## src/rtl/fc_spike_index_sched.sv

```systemverilog
// Ping-pong index buffer: producer fills one bank while the FC PE replays the other once per output channel.
// First beat follows the seal by one IDLE cycle, then 1 beat/cycle; wr_ready drops while both banks are sealed, and the PE stalls via s_index_ready.
module fc_spike_index_sched #(
  parameter int INDEX_WIDTH        = 16,
  parameter int DEPTH              = 128,
  parameter int ADDR_WIDTH         = 7,
  parameter int OUTPUT_CHANNEL_NUM = 256,
  parameter int CH_WIDTH           = 8
) (
  input  logic                   clk,
  input  logic                   rstn,
  input  logic                   wr_valid,
  input  logic [INDEX_WIDTH-1:0] wr_index,
  input  logic                   wr_last,
  output logic                   wr_ready,
  output logic [INDEX_WIDTH-1:0] s_index_ram,
  output logic                   s_index_valid,
  input  logic                   s_index_ready,
  output logic [ADDR_WIDTH-1:0]  addr_most,
  output logic [CH_WIDTH-1:0]    channel_cnt,
  output logic                   frame_done,
  output logic [1:0]             bank_full
);

  typedef enum logic [1:0] {IDLE, STREAM, DONE} state_t;

  state_t                 state, state_nxt;
  logic [INDEX_WIDTH-1:0] mem [2][DEPTH];
  logic [ADDR_WIDTH:0]    count [2];
  logic                   wr_bank, rd_bank;
  logic [ADDR_WIDTH-1:0]  wr_ptr, rd_ptr, rd_ptr_inc;
  logic                   wr_fire, wr_seal, rd_fire, rd_last_idx, rd_last_ch;

  assign wr_ready    = !bank_full[wr_bank];
  assign wr_fire     = wr_valid && wr_ready;
  assign wr_seal     = wr_fire && (wr_last || wr_ptr == ADDR_WIDTH'(DEPTH - 1));
  assign rd_fire     = s_index_valid && s_index_ready;
  assign rd_ptr_inc  = rd_ptr + ADDR_WIDTH'(1);
  assign rd_last_idx = (rd_ptr == addr_most);
  assign rd_last_ch  = (channel_cnt == CH_WIDTH'(OUTPUT_CHANNEL_NUM - 1));

  // Index storage carries no reset; only sealed ranges are ever read.
  always_ff @(posedge clk) begin
    if (wr_fire) begin
      mem[wr_bank][wr_ptr] <= wr_index;
    end
  end

  always_ff @(posedge clk or negedge rstn) begin
    if (!rstn) begin
      wr_ptr    <= '0;
      wr_bank   <= 1'b0;
      count[0]  <= '0;
      count[1]  <= '0;
      bank_full <= 2'b00;
    end else begin
      if (wr_fire) begin
        if (wr_seal) begin
          count[wr_bank]     <= (ADDR_WIDTH+1)'(wr_ptr) + (ADDR_WIDTH+1)'(1);
          bank_full[wr_bank] <= 1'b1;
          wr_ptr             <= '0;
          wr_bank            <= ~wr_bank;
        end else begin
          wr_ptr <= wr_ptr + ADDR_WIDTH'(1);
        end
      end
      // A seal always targets the bank that is not being freed, so both may land together.
      if (state == DONE) begin
        bank_full[rd_bank] <= 1'b0;
      end
    end
  end

  always_ff @(posedge clk or negedge rstn) begin
    if (!rstn) begin
      state <= IDLE;
    end else begin
      state <= state_nxt;
    end
  end

  always_comb begin
    state_nxt  = state;
    frame_done = 1'b0;
    case (state)
      IDLE:    if (bank_full[rd_bank]) state_nxt = STREAM;
      STREAM:  if (rd_fire && rd_last_idx && rd_last_ch) state_nxt = DONE;
      DONE: begin
        state_nxt  = IDLE;
        frame_done = 1'b1;
      end
      default: state_nxt = IDLE;
    endcase
  end

  always_ff @(posedge clk or negedge rstn) begin
    if (!rstn) begin
      s_index_ram   <= '0;
      s_index_valid <= 1'b0;
      addr_most     <= '0;
      rd_ptr        <= '0;
      channel_cnt   <= '0;
      rd_bank       <= 1'b0;
    end else begin
      case (state)
        IDLE: begin
          if (bank_full[rd_bank]) begin
            s_index_ram   <= mem[rd_bank][0];
            addr_most     <= ADDR_WIDTH'(count[rd_bank] - (ADDR_WIDTH+1)'(1));
            rd_ptr        <= '0;
            channel_cnt   <= '0;
            s_index_valid <= 1'b1;
          end
        end
        STREAM: begin
          if (rd_fire) begin
            if (!rd_last_idx) begin
              rd_ptr      <= rd_ptr_inc;
              s_index_ram <= mem[rd_bank][rd_ptr_inc];
            end else if (!rd_last_ch) begin
              rd_ptr      <= '0;
              channel_cnt <= channel_cnt + CH_WIDTH'(1);
              s_index_ram <= mem[rd_bank][0];
            end else begin
              s_index_valid <= 1'b0;
            end
          end
        end
        DONE: begin
          rd_bank     <= ~rd_bank;
          channel_cnt <= '0;
          addr_most   <= '0;
        end
        default: ;
      endcase
    end
  end

endmodule

```

## config.mk

```make
export PLATFORM = sky130hd
export DESIGN_NAME = fc_spike_index_sched
export DESIGN_NICKNAME = d
export VERILOG_FILES = /design/src/rtl/fc_spike_index_sched.sv
export SDC_FILE = /design/constraint.sdc
export NUM_CORES = 2
export LEC_CHECK = 0
export ABC_AREA = 1
export CAP_MARGIN = 5
export CORE_MARGIN = 2
export CORE_UTILIZATION = 30
export DETAILED_ROUTE_END_ITERATION = 8
export GPL_ROUTABILITY_DRIVEN = 0
export PLACE_DENSITY_LB_ADDON = 0.05
export SLEW_MARGIN = 0
export SYNTH_ARGS = -nofsm -noshare
export SYNTH_HDL_FRONTEND = slang
export SYNTH_SLANG_ARGS = --single-unit
export TNS_END_PERCENT = 10
```

## constraint.sdc

```tcl
create_clock -name clk -period 5.7 [get_ports clk]
set_input_delay 1.14 -clock clk [delete_from_list [all_inputs] [get_ports clk]]
set_output_delay 1.14 -clock clk [all_outputs]
set_load 0.02 [all_outputs]
```

==> results.toml <==
[synth]
async_flop_share = 0.01586
synthFlopType = "edfxtp_1"
synth_top_cell_by_area = "edfxtp_1"
synth_area_leaders = "edfxtp_1 73%, nand3_1 12%, nand2_1 9.8%"
synth_common_cells = "4386 x nand2_1, 4096 x edfxtp_1, 4021 x nand3_1, 461 x clkbuf_1, 412 x buf_2"
synth.distinct_cells = 31
yosys_warnings = 0
synth_edf_count = 4096
netlist_area_um2 = 167800
yosysMostFrequentCell = "nand2_1"
syn_inst = 14009
yosysSeqAreaShare = 0.7428
synthesis.nets = 14034
synth_top_area_frac = 0.7330
synth.ff_latch_count = 4162
postSynthAreaPerCell_um2 = 11.98

[sta]
clock_skew_ns = 0.08693
fin_crit_sh = 0.8386
drv_slew = 0
setup_viol = 0
grt_setup_unrepaired = "no"
setup_ws_ns = 0.9203
fin_setup_tns_ns = 0
tightest_slew_ns = 1.239
hold_ws_ns = 0.4719
finalCriticalPeriod_ns = 4.780
relSlewSlack = 0.1742
final_hold_viol_count = 0
max_freq_ghz = 0.2092

[clock_tree]
clock-sinks = 4162
cts-htree-levels = 5
cts_root_buf = "clkbuf_16"
ctsLongestPathBuffers = 4
worstSkewPairLatency_ns = 1.06
postCtsSetupBuffers = 0
cts_tree = "built"
holdBufCountCts = 1
cts_resized = 0
path_clk_slew_ns = 0.06
cts_inserted_buffers = 478

[final_layout]
area_growth_pct = 16.84
nFillCells = 54448
multi_input_area_um2 = 40100
finalNonFillerCells = 22023
seqCellArea_um2 = 124700
drive_gt1_frac = 0.1045
nets = 14155

[power]
power_frac_clock = 0.472
ir_drop_uv = 298.7
power.share.combinational = 0.012
switching_power_mw = 13.58
intPower_mw = 51.50
powerDensity_nw_per_um2 = 332.0
p_leak_nw = 67.06
switching_share = 0.2087
power_frac_seq = 0.516

[floorplan]
io_pins = 57
start_util = 0.3012
rows = 274
die_h_um = 751.9
die_area_um2 = 565400
coreArea_um2 = 557100
die_width_um = 751.9

[worst_hold_path]
hold_path_class = "reg -> reg"

[grt]
grt_pass1_wl_um = 854700
grt_pass1_vias = 108618
grt_usage = 0.2093
antenna_found_initial = 30
grt.overflow.total = 0
grt_max_degree = 160

[drt]
vias = 110813
vias_per_cell = 5.032
final_antenna_net_count = 0
drt_wl_total_um = 605300
initialDrtViolationCount = 10423
wire_per_inst_um = 27.48
remaining_drc_errors = 0
firstDrtPassIters = 7

[worst_setup_path]
crit_type = "reg -> reg"
path_cells = "inv_8 -> buf_12 -> buf_12 -> buf_12 -> buf_4 -> nand2_1 -> nand3_1 -> nand3_1 -> nand3_1 -> nand3_1 -> nand2_1 -> nand2_1 -> nand3_1 -> nand3_1 -> nand3_1 -> nand2_1 -> nand2_1"
startpoint_type = "register"
cp.arrival_ns = 5.76
end_kind = "register"
worst-path-max-fanout = 68
cp_common_cell = "nand3_1"
cp_top_family = "simple AND/OR/NAND/NOR gates"
cp.buffers_inverters = 5
critical_path_required_ns = 6.68
slowest_delay_ns = 0.71
cp_slowest_cell = "dfrtp_4"

[job]
max_cap_viol_count = 0

[placement]
dp_hpwl_um = 352300
dpl.cell_count = 21101
preCtsSetupSlack_ns = 0.8621
portBuffers = 56

[status]
outcome = "finished clean"
power groups by stage:
stage | logic (mW) | clock network, mW | registers [mW]
floorplan | 0.000276 | 0 | 34.3
global placement | 0.786 | 0 | 34.2
detailed placement | 0.799 | 0 | 34.2
CTS | 0.798 | 31.5 | 33.6
global route | 0.814 | 32.7 | 33.6
finish | 0.761 | 30.7 | 33.6
cells by family (layout without fill, tap and decap cells):
family	Yosys count	in the layout	synth area share
other cells	0	21	0
buf+inv	1035	1576	0.02630
mux	4	4	0.0002386
fa+ha+maj	4	4	0.0002983
flops	4162	4162	0.7428
simple gates	8708	8708	0.2267
compound gates	75	75	0.002498
xor+xnor	21	21	0.001185
registers in the layout (all words and copies together) (netlist names):
| signal | cells |
|---|---|
| bank_full | 2 |
| mem | 4096 |
| wr_bank | 1 |
| wr_ptr | 7 |
| channel_cnt | 8 |
| addr_most | 7 |
| rd_ptr | 7 |
| state | 2 |
| count | 14 |
| s_index_valid | 1 |
| s_index_ram | 16 |
| rd_bank | 1 |
worst min-delay path, stage by stage, from the launching register on:
cell and delay, ns:
dfrtp_1 0.34, nand2_1 0.05, nand2_1 0.05
path summary, 6_finish.rpt:
kind | endpoint | start | depth (start not counted) | slack, ns
max | s_index_ram[6] | rd_bank | 17 | 0.92
min | count[10] | count[10] | 2 | 0.47
max reg2reg | s_index_ram[6] | rd_bank | 17 | 0.92
min reg2reg | count[10] | count[10] | 2 | 0.47
max in group asynchronous | rd_ptr[0] | rstn | 3 | 4.01
min in group asynchronous | channel_cnt[3] | rstn | 2 | 0.57
per-stage QoR:
| stage | total power, mW | util | instance area (um2) |
|---|---|---|---|
| 2_1_floorplan | 34.25 | - | 167800 |
| 3_3_place_gp | 35.03 | 0.3240 | 180500 |
| 3_5_place_dp | 35.04 | 0.3240 | 180500 |
| 4_1_cts | 65.92 | 0.3519 | 196000 |
| 5_1_grt | 67.05 | 0.3519 | 196000 |
| 6_report | 65.09 | 0.3519 | 196100 |
placed cells by master (no fill, tap or decap), types with 4 or more instances in the layout:
cell             instances
a21oi_1                 14
a22oi_1                  4
a31oi_1                 16
buf_12                 102
buf_4                  462
buf_8                   16
bufinv_16               49
clkbuf_1               104
clkbuf_16              485
clkbuf_8                 5
clkdlybuf4s50_1         39
clkinv_1               125
clkinv_16                5
clkinv_2                94
clkinv_8                 6
clkinvlp_4              17
dfrtp_1                 63
diode_2                 21
edfxtp_1              4096
inv_1                   46
inv_16                   4
inv_6                    6
inv_8                    5
mux2i_1                  4
nand2_1               4379
nand2_4                  7
nand3_1               4021
nor2_1                  46
nor2_2                   5
nor3_1                   5
nor3_2                 236
o21ai_0                 34
o31ai_1                  4
xnor2_1                  4
xor2_1                  12
xor2_4                   4
area by class of cell:
cell class                 instances  share of cell area
clock inverter                   306             0.01496
tap                             7452             0.04755
inverter                          56            0.001289
timing repair buffer             620             0.03137
multi-input combinational       8812              0.2045
sequential                      4162              0.6358
clock buffer                     594             0.06424
antenna                           21           0.0002680
layer usage:
layer / routed length (um) / up-vias / part of all wire / global-route usage
met1: 279400 / 56809 / 0.46 / 0.3000
met5: 26 / - / 0.000043 / 0
li1: - / 50442 / - / -
met4: 15860 / 4 / 0.026 / 0.05214
met3: 28020 / 674 / 0.046 / 0.02412
met2: 282000 / 2884 / 0.47 / 0.3388
(Power assumes the default switching activity.)
